$ cat config.mk
export PLATFORM = sky130hd
export DESIGN_NAME = enc_dual
export DESIGN_NICKNAME = d
export VERILOG_FILES = /design/src/rtl/enc_dual.sv
export SDC_FILE = /design/constraint.sdc
export NUM_CORES = 1
export LEC_CHECK = 0
export ABC_CLOCK_PERIOD_IN_PS = 1100
export BUFFER_PORTS_ARGS = -buffer_cell sky130_fd_sc_hd__buf_2
export CAP_MARGIN = 20
export CELL_PAD_IN_SITES_DETAIL_PLACEMENT = 1
export CELL_PAD_IN_SITES_GLOBAL_PLACEMENT = 1
export CORE_MARGIN = 1
export CORE_UTILIZATION = 29
export CTS_BUF_LIST = sky130_fd_sc_hd__clkbuf_4 sky130_fd_sc_hd__clkbuf_8
export DETAILED_ROUTE_END_ITERATION = 10
export GPL_ROUTABILITY_DRIVEN = 0
export GPL_TIMING_DRIVEN = 0
export PLACE_DENSITY_LB_ADDON = 0.3
export SYNTH_ARGS = -nofsm -noshare
export SYNTH_HDL_FRONTEND = slang
export SYNTH_SLANG_ARGS = --single-unit
$ cat constraint.sdc
create_clock -name clk -period 1.1 [get_ports clk]
set_input_delay 0.165 -clock clk [delete_from_list [all_inputs] [get_ports clk]]
set_output_delay 0.165 -clock clk [all_outputs]
set_load 0.03 [all_outputs]
$ cat src/rtl/enc_dual.sv
// enc_dual: dual-channel one-hot encoder with a 3-state handshake FSM
// and an optional saturating error counter (define ENC_DUAL_ERR_CNT_EN).
module enc_dual (
  input  logic       clk,
  input  logic       rst_n,
  input  logic [3:0] a,
  input  logic [3:0] b,
  input  logic       en1,
  input  logic       en2,
  input  logic       s,
  input  logic       in_valid,
  output logic       in_ready,
  output logic [1:0] code,
  output logic       zero,
  output logic       err,
  output logic       out_valid,
  input  logic       out_ready,
  output logic [3:0] err_cnt
);
  typedef enum logic [1:0] {IDLE, CALC, HOLD} state_t;
  state_t     state;
  logic [3:0] w;
  logic [1:0] nc;
  logic       nz, ne;
  assign in_ready = state == IDLE;
  // multi-hot words report the highest set bit
  always_comb begin
    nc = w[3] ? 2'd3 : w[2] ? 2'd2 : w[1] ? 2'd1 : 2'd0;
    nz = w == 4'd0;
    ne = |(w & (w - 4'd1));
  end
  always_ff @(posedge clk) begin
    if (!rst_n) begin
      state     <= IDLE;
      w         <= '0;
      code      <= '0;
      zero      <= 1'b0;
      err       <= 1'b0;
      out_valid <= 1'b0;
    end else begin
      case (state)
        IDLE: if (in_valid) begin
          w     <= s ? (en2 ? b : 4'd0) : (en1 ? a : 4'd0);
          state <= CALC;
        end
        CALC: begin
          code      <= nc;
          zero      <= nz;
          err       <= ne;
          out_valid <= 1'b1;
          state     <= HOLD;
        end
        HOLD: if (out_ready) begin
          code      <= '0;
          zero      <= 1'b0;
          err       <= 1'b0;
          out_valid <= 1'b0;
          state     <= IDLE;
        end
        default: state <= IDLE;
      endcase
    end
  end
`ifdef ENC_DUAL_ERR_CNT_EN
  logic [3:0] cnt;
  always_ff @(posedge clk) begin
    if (!rst_n) cnt <= '0;
    else if (state == CALC && ne && cnt != 4'hf) cnt <= cnt + 4'd1;
  end
  assign err_cnt = cnt;
`else
  assign err_cnt = '0;
`endif
endmodule

# After elaboration in Yosys (flattened, before gate mapping)
# Cells that the tools add are included.
# totals
regBits	11
output_inout_bits	10
wordCells	33
in_bits	15
# op_classes
addsub	1
reduce_logical	7
mux	14
n_eq_ne	4
n_bitwise	1
# ops
cell	n
two-way mux 4 bit	3
two-way mux 2 bit	4
case mux 1 bit (2 select lines)	3
case mux 2 bit (3 select lines)	1
AND reduction 2 bit	3
AND 4 bit	1
zero test 4 bit	1
inequality test 2 bit, second input constant	2
case mux 2 bit (2 select lines)	1
OR reduction 4 bit	1
subtractor 4 x 1 -> 4 bit, second input constant	1
equality test 2 x 1 -> 1 bit, second input constant	1
equality test 2 bit, second input constant	1
zero test 2 bit	1
two-way mux 1 bit	2
nonzero test 2 bit	1

# Longest topological paths before layout
# Gate-level depths: netlist (run 1).
# logic_depth
depth_word	4
mapped_depth	4
depth_no_buf	3

# Worst setup path before layout (run 1)
# No wires, ideal clock.
# synth_path
path_type	register -> register
start	register w[3]
end	register err
path_buffers	0
required_time_ns	0.973
path_slack_ns	0.078
setup_ns	0.127
t_arrival_ns	0.896
stages_incl_launch_ff	4
period_less_slack_ns	1.022
cell_sequence	dfxtp_1 maj3_1 o2111ai_1 o21ai_0
# synth_via
elab_chain_len	4
# synth_rtl
item	line_no	text
from (decl)	22	logic [3:0] w;
from (signal assigned)	43	w <= s ? (en2 ? b : 4'd0) : (en1 ? a : 4'd0);
subtractor 4 x 1 -> 4 bit	30	ne = |(w & (w - 4'd1));
AND 4 bit *	30	
OR reduction 4 bit *	30	
case mux 1 bit (2 select lines) *	41	case (state)
to (signal assigned)	49	err <= ne;
to (decl)	15	output logic err,
# Every way passes the cells marked *; elsewhere a longest branch is shown, timed or not.
# A chain may end at the register's enable or synchronous reset.

# Worst setup path in the final report (run 1)
# Same ends and word-level chain as after synthesis.

==> flow_summary.json, run 1 <==
{
  "status": "complete, no violations",
  "cts_tree": "built",
  "gr-usage-met3_pct": 3.60,
  "seq_area_frac_synth_pct": 41.2,
  "synth_seq_cells": 11,
  "start_util_pct": 30.9,
  "cp_top_family": "adder cells",
  "crit_fanout": 5,
  "via_per_inst": 4.86,
  "synth_edf_count": 0,
  "grt_antenna_before_repair": 0,
  "pwr-share-comb_pct": 21.9,
  "r2r_start": "w[3]",
  "hold_path.class": "input pin to register",
  "fp.dieW_um": 44.9,
  "rsz0062_at_grt": "yes",
  "end_kind": "register",
  "syn_to_final_growth_pct": 36.5,
  "num_rows": 15,
  "hold_slack_ns": 0.161,
  "critPathKind": "register to register",
  "clock_skew_ns": 0.00167,
  "die_area_um2": 2020,
  "placed_cells": 109,
  "clk_pin_slew_ns": 0.07,
  "diodes": 0,
  "timing.rr.end": "err",
  "hold_viol_final": 0,
  "maxSlewViolCount": 0,
  "start_kind": "register",
  "multi_input_area_um2": 282,
  "drt_first_pass_iters": 4,
  "drc": 0,
  "io_pins": 25,
  "max_stage_delay_ns": 0.37,
  "drv_cap": 0,
  "peakVddDrop_v": 0.000500,
  "fin_crit_ns": 1.09,
  "setup_viol": 0,
  "power_density_nw_per_um2": 1340,
  "use_met2_pct": 22.3,
  "fmax_mhz": 920,
  "power_frac_clock_pct": 30.9,
  "grt_use_total_pct": 13.6,
  "gr-total-overflow": 0,
  "netlist_area_um2": 534,
  "layout.nets": 104,
  "avgSynthCellArea_um2": 8.76,
  "grt_pass1_vias": 492,
  "synth_cells": 61,
  "grt_busiest_layer": "met2",
  "grt_use_met1_pct": 17.5,
  "synth.distinct_cells": 27,
  "p_leak_nw": 0.315,
  "seqPwrFrac_pct": 47.2,
  "die_h_um": 44.9,
  "holdBufCountCts": 0,
  "crit_required_ns": 1.26,
  "htreeDepth": 1,
  "slowest_stage": "maj3_1",
  "cts_made_buffers": 3,
  "worstPathArrival_ns": 1.24,
  "fin_cells": 113,
  "drive_above_1_share_pct": 40.9,
  "wl_per_cell_um": 11.6,
  "yosys_warnings": 0,
  "crit_buf_inv": 0,
  "path_depth": 3,
  "dr_total_vias": 549,
  "rrSetupSlack_ns": 0.01,
  "root_buffer": "clkbuf_4",
  "dp_hpwl_um": 992,
  "coreArea_um2": 1730,
  "worst_r2r_path_depth": 3,
  "ys.flop_type": "dfxtp_1",
  "grt_max_degree": 11,
  "crit_path_end": "err",
  "crit_start": "w[3]",
  "p_int_mw": 0.684,
  "drt-total-wl_mm": 1.32,
  "swShare_pct": 29.8,
  "clk_latency_ns": 0.26,
  "worstPathCellList": "maj3_1, o2111ai_2, o21ai_1",
  "drt.antenna.violating_nets": 0,
  "clock_sinks": 11,
  "cts.path.max_buffers": 2,
  "fill_cells": 236,
  "p_sw_mw": 0.290,
  "port_buffers": 20,
  "register_area_um2": 226,
  "grt_pass1_wl_mm": 2.03,
  "finalCritPeriodShare_pct": 98.8,
  "async_reset_ff_share_pct": 0,
  "drtIter0Drc": 6,
  "power_mw": 0.974
}
==> Yosys cell counts, drive strengths merged (2+ instances only) <==
master / n / share of area (%)
dfxtp: 11 / 41
nor3: 3 / 2.8
buf: 5 / 7.7
nor2b: 2 / 2.3
a32oi: 3 / 4.9
nand2: 2 / 1.4
inv: 3 / 2.1
nor2: 3 / 2.1
o32ai: 2 / 3.3
o21ai: 8 / 7.5
a21oi: 5 / 4.7
==> power by group through the flow <==
stage / sequential, mW / combinational [mW] / clock [mW]
2_1_floorplan: 0.478 / 0.122 / 0
3_3_place_gp: 0.459 / 0.203 / 0
3_5_place_dp: 0.460 / 0.208 / 0
4_1_cts: 0.453 / 0.221 / 0.311
5_1_grt: 0.466 / 0.231 / 0.328
6_report: 0.460 / 0.213 / 0.301
==> placed cells by master (no fill, tap or decap), types with 3 or more instances in the layout <==
| cell | instances |
|---|---|
| dfxtp_1 | 8 |
| a21oi_1 | 5 |
| buf_2 | 19 |
| nor3_1 | 3 |
| conb_1 | 4 |
| inv_1 | 3 |
| clkbuf_4 | 4 |
| o21ai_0 | 6 |
| a32oi_1 | 3 |
| buf_4 | 5 |
==> per-layer routing <==
layer	vias up	wire length [um]
li1	270	-
met3	2	49
met5	-	0
met4	0	14
met1	262	600
met2	15	650
==> worst reg2reg max path: cells and delay by family (launching register included) <==
family	cells	cell delay, ns
fa+ha+maj	1	0.38
flops	1	0.34
compound gates	2	0.26
==> how the worst min path moves through the flow <==
stage | cells after the start | endpoint | startpoint | slack (ns)
4_1_cts | 3 | w[3] | a[3] | 0.17
3_3_place_gp | 3 | w[3] | a[3] | 0.45
2_1_floorplan | 2 | zero | rst_n | 0.33
3_5_place_dp | 2 | zero | zero | 0.44
6_report | 3 | w[3] | a[3] | 0.16
5_1_grt | 3 | w[3] | a[3] | 0.18
==> sequential cells by signal, summed over array words and instances (netlist names) <==
name       flops
zero           1
code           2
state          2
out_valid      1
w              4
err            1
==> stage by stage <==
stage	TNS [ns]	setup WS (ns)	utilization, %	cell area (um2)
finish	0	0.0128	42.2	729
global route	-0.0469	-0.0338	42.2	729
CTS	-0.0157	-0.0157	42.3	731
detailed placement	-0.0264	-0.0191	39.2	677
global placement	0	0.0134	39.2	677
floorplan	0	0.0776	-	546
==> layout make-up <==
type	instances	area share, %
multi-input combinational	44	38.6
inverter	3	1.54
clock buffer	4	4.12
timing repair buffer	21	15.6
buffer	5	4.80
sequential	11	31.0
tap	25	4.29
==> logic make-up (layout without fill, tap and decap cells) <==
| kind of cell | count (synthesis) | count (layout) | share of synthesized area, % |
|---|---|---|---|
| AOI/OAI and AO/OA | 22 | 22 | 26.0 |
| adders and majority gates | 1 | 1 | 1.87 |
| other | 1 | 4 | 0.702 |
| and+or+nand+nor | 17 | 17 | 19.4 |
| buffers and inverters | 9 | 33 | 10.8 |
| DFF | 11 | 11 | 41.2 |
==> timing repair <==
action,in CTS,in global routing
endpoints found under the setup margin,6,7
setup buffers,1,0
pin swaps,1,0
gates resized for setup,6,4
gates cloned,0,0
Power figures use the tool's default switching activity.
==> run 2: changes to the inputs <==
- ABC_CLOCK_PERIOD_IN_PS: 1100 -> 900
- CORE_UTILIZATION: 29 -> 27
- CTS_BUF_LIST: sky130_fd_sc_hd__clkbuf_4 sky130_fd_sc_hd__clkbuf_8 -> unset
- clock period: 1.1 -> 0.9 ns (I/O delays scaled with it)
==> run 2 against run 1 <==
  * The run now ends with negative setup slack left
  * Non-clock buffer count is 6 higher
  * Critical path depth stayed put
  * Power is 30% higher
  * Worst setup slack worse by 0.14 ns
  * Count of clock-buffer cells in the layout stayed put
  * Clock power is 12% higher
  * Critical endpoint unchanged
==> flow_summary.json, run 2 (synthesis gave the netlist of run 1 again) <==
{
  "drc": 0,
  "crit_fanout": 4,
  "placed_cell_area_um2": 681,
  "slowest_stage": "or3_4",
  "status": "finished with violations",
  "syn_to_final_growth_pct": 66.0,
  "wl_per_cell_um": 12.9,
  "hold_path.class": "input pin to register",
  "holdPathEnd": "w[2]",
  "clk_pin_slew_ns": 0.07,
  "num_rows": 15,
  "top_regs": "w (4), code (2), state (2)",
  "clock_skew_ns": 0.00209,
  "fill_cells": 213,
  "dpl_worst_slack_ns": -0.234,
  "hold_slack_ns": 0.139,
  "peakVddDrop_v": 0.000755,
  "cts.path.max_buffers": 2,
  "worstHoldPathCells": 3,
  "die_h_um": 46.5,
  "cts_tree": "built",
  "power_mw": 1.27,
  "fmax_mhz": 972,
  "die_area_um2": 2160,
  "hold_viol_final": 0,
  "htreeDepth": 1,
  "holdBufCountCts": 0,
  "drt_first_pass_iters": 2,
  "dr_total_vias": 589,
  "coreArea_um2": 1780,
  "hold_path.startpoint": "b[2]",
  "top_layer": "met4",
  "maxSlewViolCount": 0,
  "r2r_start": "w[1]",
  "port_buffers": 20,
  "grt_max_degree": 11,
  "setup_ws_ns": -0.129,
  "grt_pass1_vias": 595,
  "setup_viol": 11,
  "start_util_pct": 30.0,
  "timing.rr.end": "err",
  "dp_hpwl_um": 939,
  "gr-total-overflow": 0,
  "start_kind": "register",
  "drtIter0Drc": 3,
  "crit_required_ns": 1.06,
  "critPathKind": "register to register",
  "drt-total-wl_mm": 1.54,
  "worstPathCellList": "or3_4, o2111ai_2, o21ai_1",
  "end_kind": "register",
  "worstPathArrival_ns": 1.19,
  "rsz0062_at_grt": "yes",
  "drv_cap": 0,
  "diodes": 0,
  "met3_length_um": 60,
  "fin_crit_ns": 1.03,
  "largest_reg_flops": 4,
  "root_buffer": "clkbuf_4",
  "grt_use_total_pct": 15.5,
  "via_per_inst": 4.95,
  "layout_commonest_cell": "buf_2",
  "grt_antenna_before_repair": 0,
  "layout.nets": 110,
  "power_density_nw_per_um2": 1430,
  "finalCritPeriodShare_pct": 114,
  "top_register": "w",
  "clock_sinks": 11,
  "cts_made_buffers": 3,
  "fin_area_um2": 887,
  "layout_common_cells": "buf_2, buf_4, buf_6",
  "rrSetupSlack_ns": -0.13,
  "routed-wl-met2_um": 783,
  "wl_met1_um": 632,
  "drive_above_1_share_pct": 64.9,
  "p_leak_nw": 0.364,
  "drt.antenna.violating_nets": 0,
  "worst_r2r_path_depth": 3,
  "failed_checks": "negative setup slack",
  "clk_latency_ns": 0.27,
  "io_pins": 25,
  "max_stage_delay_ns": 0.39,
  "grt_pass1_wl_mm": 2.32,
  "fp.dieW_um": 46.5
}
## run 2: critical path: cells and delay by family (launching register included)
| family | cells | cell delay [ns] |
|---|---|---|
| flops | 1 | 0.35 |
| compound gates | 2 | 0.17 |
| simple gates | 1 | 0.39 |
## run 2: how the worst max path moves through the flow
stage / from / to / slack, ns
2_1_floorplan: w[3] / err / -0.07
3_3_place_gp: state[0] / w[1] / -0.18
3_5_place_dp: state[0] / w[3] / -0.23
4_1_cts: state[0] / in_ready / -0.16
5_1_grt: state[1] / zero / -0.18
6_report: w[1] / err / -0.13
## run 2: stage by stage
step           TNS (ns)  util (%)  std cells
2_1_floorplan    -0.433         -         64
3_3_place_gp      -1.14      38.2        109
6_report          -1.02      49.8        119
4_1_cts           -1.32      46.9        118
3_5_place_dp      -1.39      38.2        109
5_1_grt           -1.61      49.8        119
## run 2: final cells by class
type                       instances  area, um2  share of cell area (%)
buffer                             5       35.0                    3.95
clock buffer                       4       26.3                    2.96
inverter                           3       11.3                    1.27
multi-input combinational         44        352                    39.6
sequential                        11        240                    27.1
tap                               25       31.3                    3.53
timing repair buffer              27        191                    21.6
## run 2: power breakdown
group	switching (mW)	leakage (nW)	internal, mW
combinational	0.189	0.254	0.177
clock	0.165	0.0150	0.172
sequential	0.0442	0.0946	0.524
total	0.397	0.364	0.873
## run 2: routing by layer
layer | GRT usage [%] | vias to the layer above
met2 | 24.7 | 13
met4 | 10.6 | 0
met1 | 17.4 | 288
li1 | - | 282
met3 | 4.71 | 6
met5 | 0 | -
## run 2: what timing repair did
action / 4_1_cts / 5_1_grt
setup endpoints to repair: 16 / 17
hold endpoints to repair: 0 / 0
setup buffers: 5 / 1
resized for setup: 29 / 15
gates cloned: 0 / 1
pin swaps: 9 / 6
==> run 3: changes to the inputs <==
- PLACE_DENSITY_LB_ADDON: 0.3 -> 0.1
==> run 3 against run 2 <==
  * The run still ends with negative setup slack left
  * Final area shrank 0.14%
  * Combinational power is essentially flat
  * Global-route usage grew 0.78 points
  * Sequential share of layout area shrank 0.39 points
  * Utilization shrank 0.070 points
  * Die area is the same
  * Wire length grew 6.4%
  * Clock power grew 7.7%
  * Power grew 2.3%
  * Count of clock-buffer cells in the layout is the same
  * Via count shrank 2.0%
  * Register-to-register slack lost 0.07 ns
  * Critical endpoint is now zero
  * Largest cell class unchanged
==> flow_summary.json, run 3 (synthesis gave the netlist of run 1 again) <==
{
  "status": "finished with violations",
  "failed_checks": "negative setup slack",
  "drv_cap": 0,
  "die_h_um": 46.5,
  "layout_commonest_cell": "buf_2",
  "p_leak_nw": 0.369,
  "worst_r2r_path_depth": 3,
  "multi_input_area_um2": 333,
  "grt_max_degree": 11,
  "worstPathCellList": "and2b_2, nand2_1, o32ai_2",
  "register_area_um2": 236,
  "maxSlewViolCount": 0,
  "holdPathEnd": "w[2]",
  "num_rows": 15,
  "grt_pass1_wl_mm": 2.39,
  "fill_cells": 223,
  "drt-total-wl_mm": 1.64,
  "drive_above_1_share_pct": 61.1,
  "syn_to_final_growth_pct": 65.8,
  "drt_first_pass_iters": 4,
  "cts.path.max_buffers": 2,
  "drt.antenna.violating_nets": 0,
  "die_area_um2": 2160,
  "peakVddDrop_v": 0.000862,
  "hold_path.class": "input pin to register",
  "htreeDepth": 1,
  "fin_cells": 120,
  "setup_viol": 12,
  "placed_cells": 109,
  "r2r_start": "state[1]",
  "holdBufCountCts": 0,
  "start_kind": "register",
  "fmax_mhz": 914,
  "via_per_inst": 4.81,
  "root_buffer": "clkbuf_4",
  "critPathKind": "register to register",
  "crit_buf_inv": 0,
  "crit_fanout": 6,
  "dpl_worst_slack_ns": -0.198,
  "clk_pin_slew_ns": 0.08,
  "dp_hpwl_um": 952,
  "cts_tree": "built",
  "end_kind": "register",
  "coreArea_um2": 1780,
  "grt_antenna_before_repair": 0,
  "clk_latency_ns": 0.29,
  "drtIter0Drc": 8,
  "port_buffers": 20,
  "gr-total-overflow": 0,
  "io_pins": 25,
  "fp.dieW_um": 46.5,
  "worstHoldPathCells": 3,
  "fin_crit_ns": 1.09,
  "drc": 0,
  "crit_required_ns": 1.10,
  "rsz0062_at_grt": "yes",
  "dr_total_vias": 577,
  "power_mw": 1.30,
  "hold_viol_final": 0,
  "timing.rr.end": "zero",
  "path_depth": 3,
  "worstPathArrival_ns": 1.30,
  "finalCritPeriodShare_pct": 122,
  "rrSetupSlack_ns": -0.19,
  "setup_ws_ns": -0.195,
  "clock_sinks": 11,
  "tns_ns": -1.24,
  "top_regs": "w (4), code (2), state (2)",
  "wl_per_cell_um": 13.6,
  "cp_top_family": "flip-flops",
  "power_density_nw_per_um2": 1470,
  "layout_common_cells": "buf_2, buf_6, buf_4",
  "clock_skew_ns": 0.0103,
  "cts_made_buffers": 3,
  "hold_path.startpoint": "b[2]",
  "layout.nets": 111,
  "slowest_stage": "dfxtp_4",
  "grt_use_total_pct": 16.3,
  "largest_reg_flops": 4,
  "max_stage_delay_ns": 0.39,
  "hold_slack_ns": 0.120,
  "grt_pass1_vias": 563,
  "top_register": "w",
  "diodes": 0,
  "start_util_pct": 30.0
}
-- run 3: cell types whose count changed in the layout (fill, tap and decap cells not counted), sizes merged --
| cell | previous run | this run |
|---|---|---|
| buf | 31 | 32 |
-- run 3: report_power, final --
| group | internal [mW] | switching, mW | total (mW) |
|---|---|---|---|
| logic | 0.183 | 0.183 | 0.366 |
| clock network | 0.173 | 0.189 | 0.362 |
| registers | 0.526 | 0.0452 | 0.571 |
-- run 3: worst register-to-register path: cells and delay by family, from the launching register on --
kind	cells	cell delay (ns)
flops	1	0.39
compound gates	1	0.26
simple gates	2	0.37
-- run 3: worst max-delay path by stage --
stage,startpoint,to
final,state[1],zero
after global routing,state[1],zero
after CTS,state[0],in_ready
after detailed placement,state[0],w[3]
after global placement,state[0],w[1]
after floorplan,w[3],err
-- run 3: what timing repair did --
action,4_1_cts,5_1_grt
setup buffers,6,2
endpoints found under the setup margin,16,17
gates resized for setup,31,11
pin swaps,8,2
-- run 3: area by class of cell --
cell class | count | share of cell area (%)
plain buffers | 5 | 3.95
flip-flops and latches | 11 | 26.7
repair buffers | 28 | 24.0
inverters | 3 | 1.27
clock buffers | 4 | 2.97
well taps | 25 | 3.53
multi-input cells | 44 | 37.6
-- run 3: metal layers --
layer,GRT usage (%),wire length (um),vias up
met4,5.29,8,0
met1,18.9,720,280
met3,8.24,69,2
met5,0,0,-
li1,-,-,284
met2,25.6,838,11
-- run 3: stage by stage --
stage | util, % | area, um2
after global placement | 38.2 | 681
after CTS | 47.4 | 845
after detailed placement | 38.2 | 681
after global routing | 49.7 | 886
final | 49.7 | 886
after floorplan | - | 549
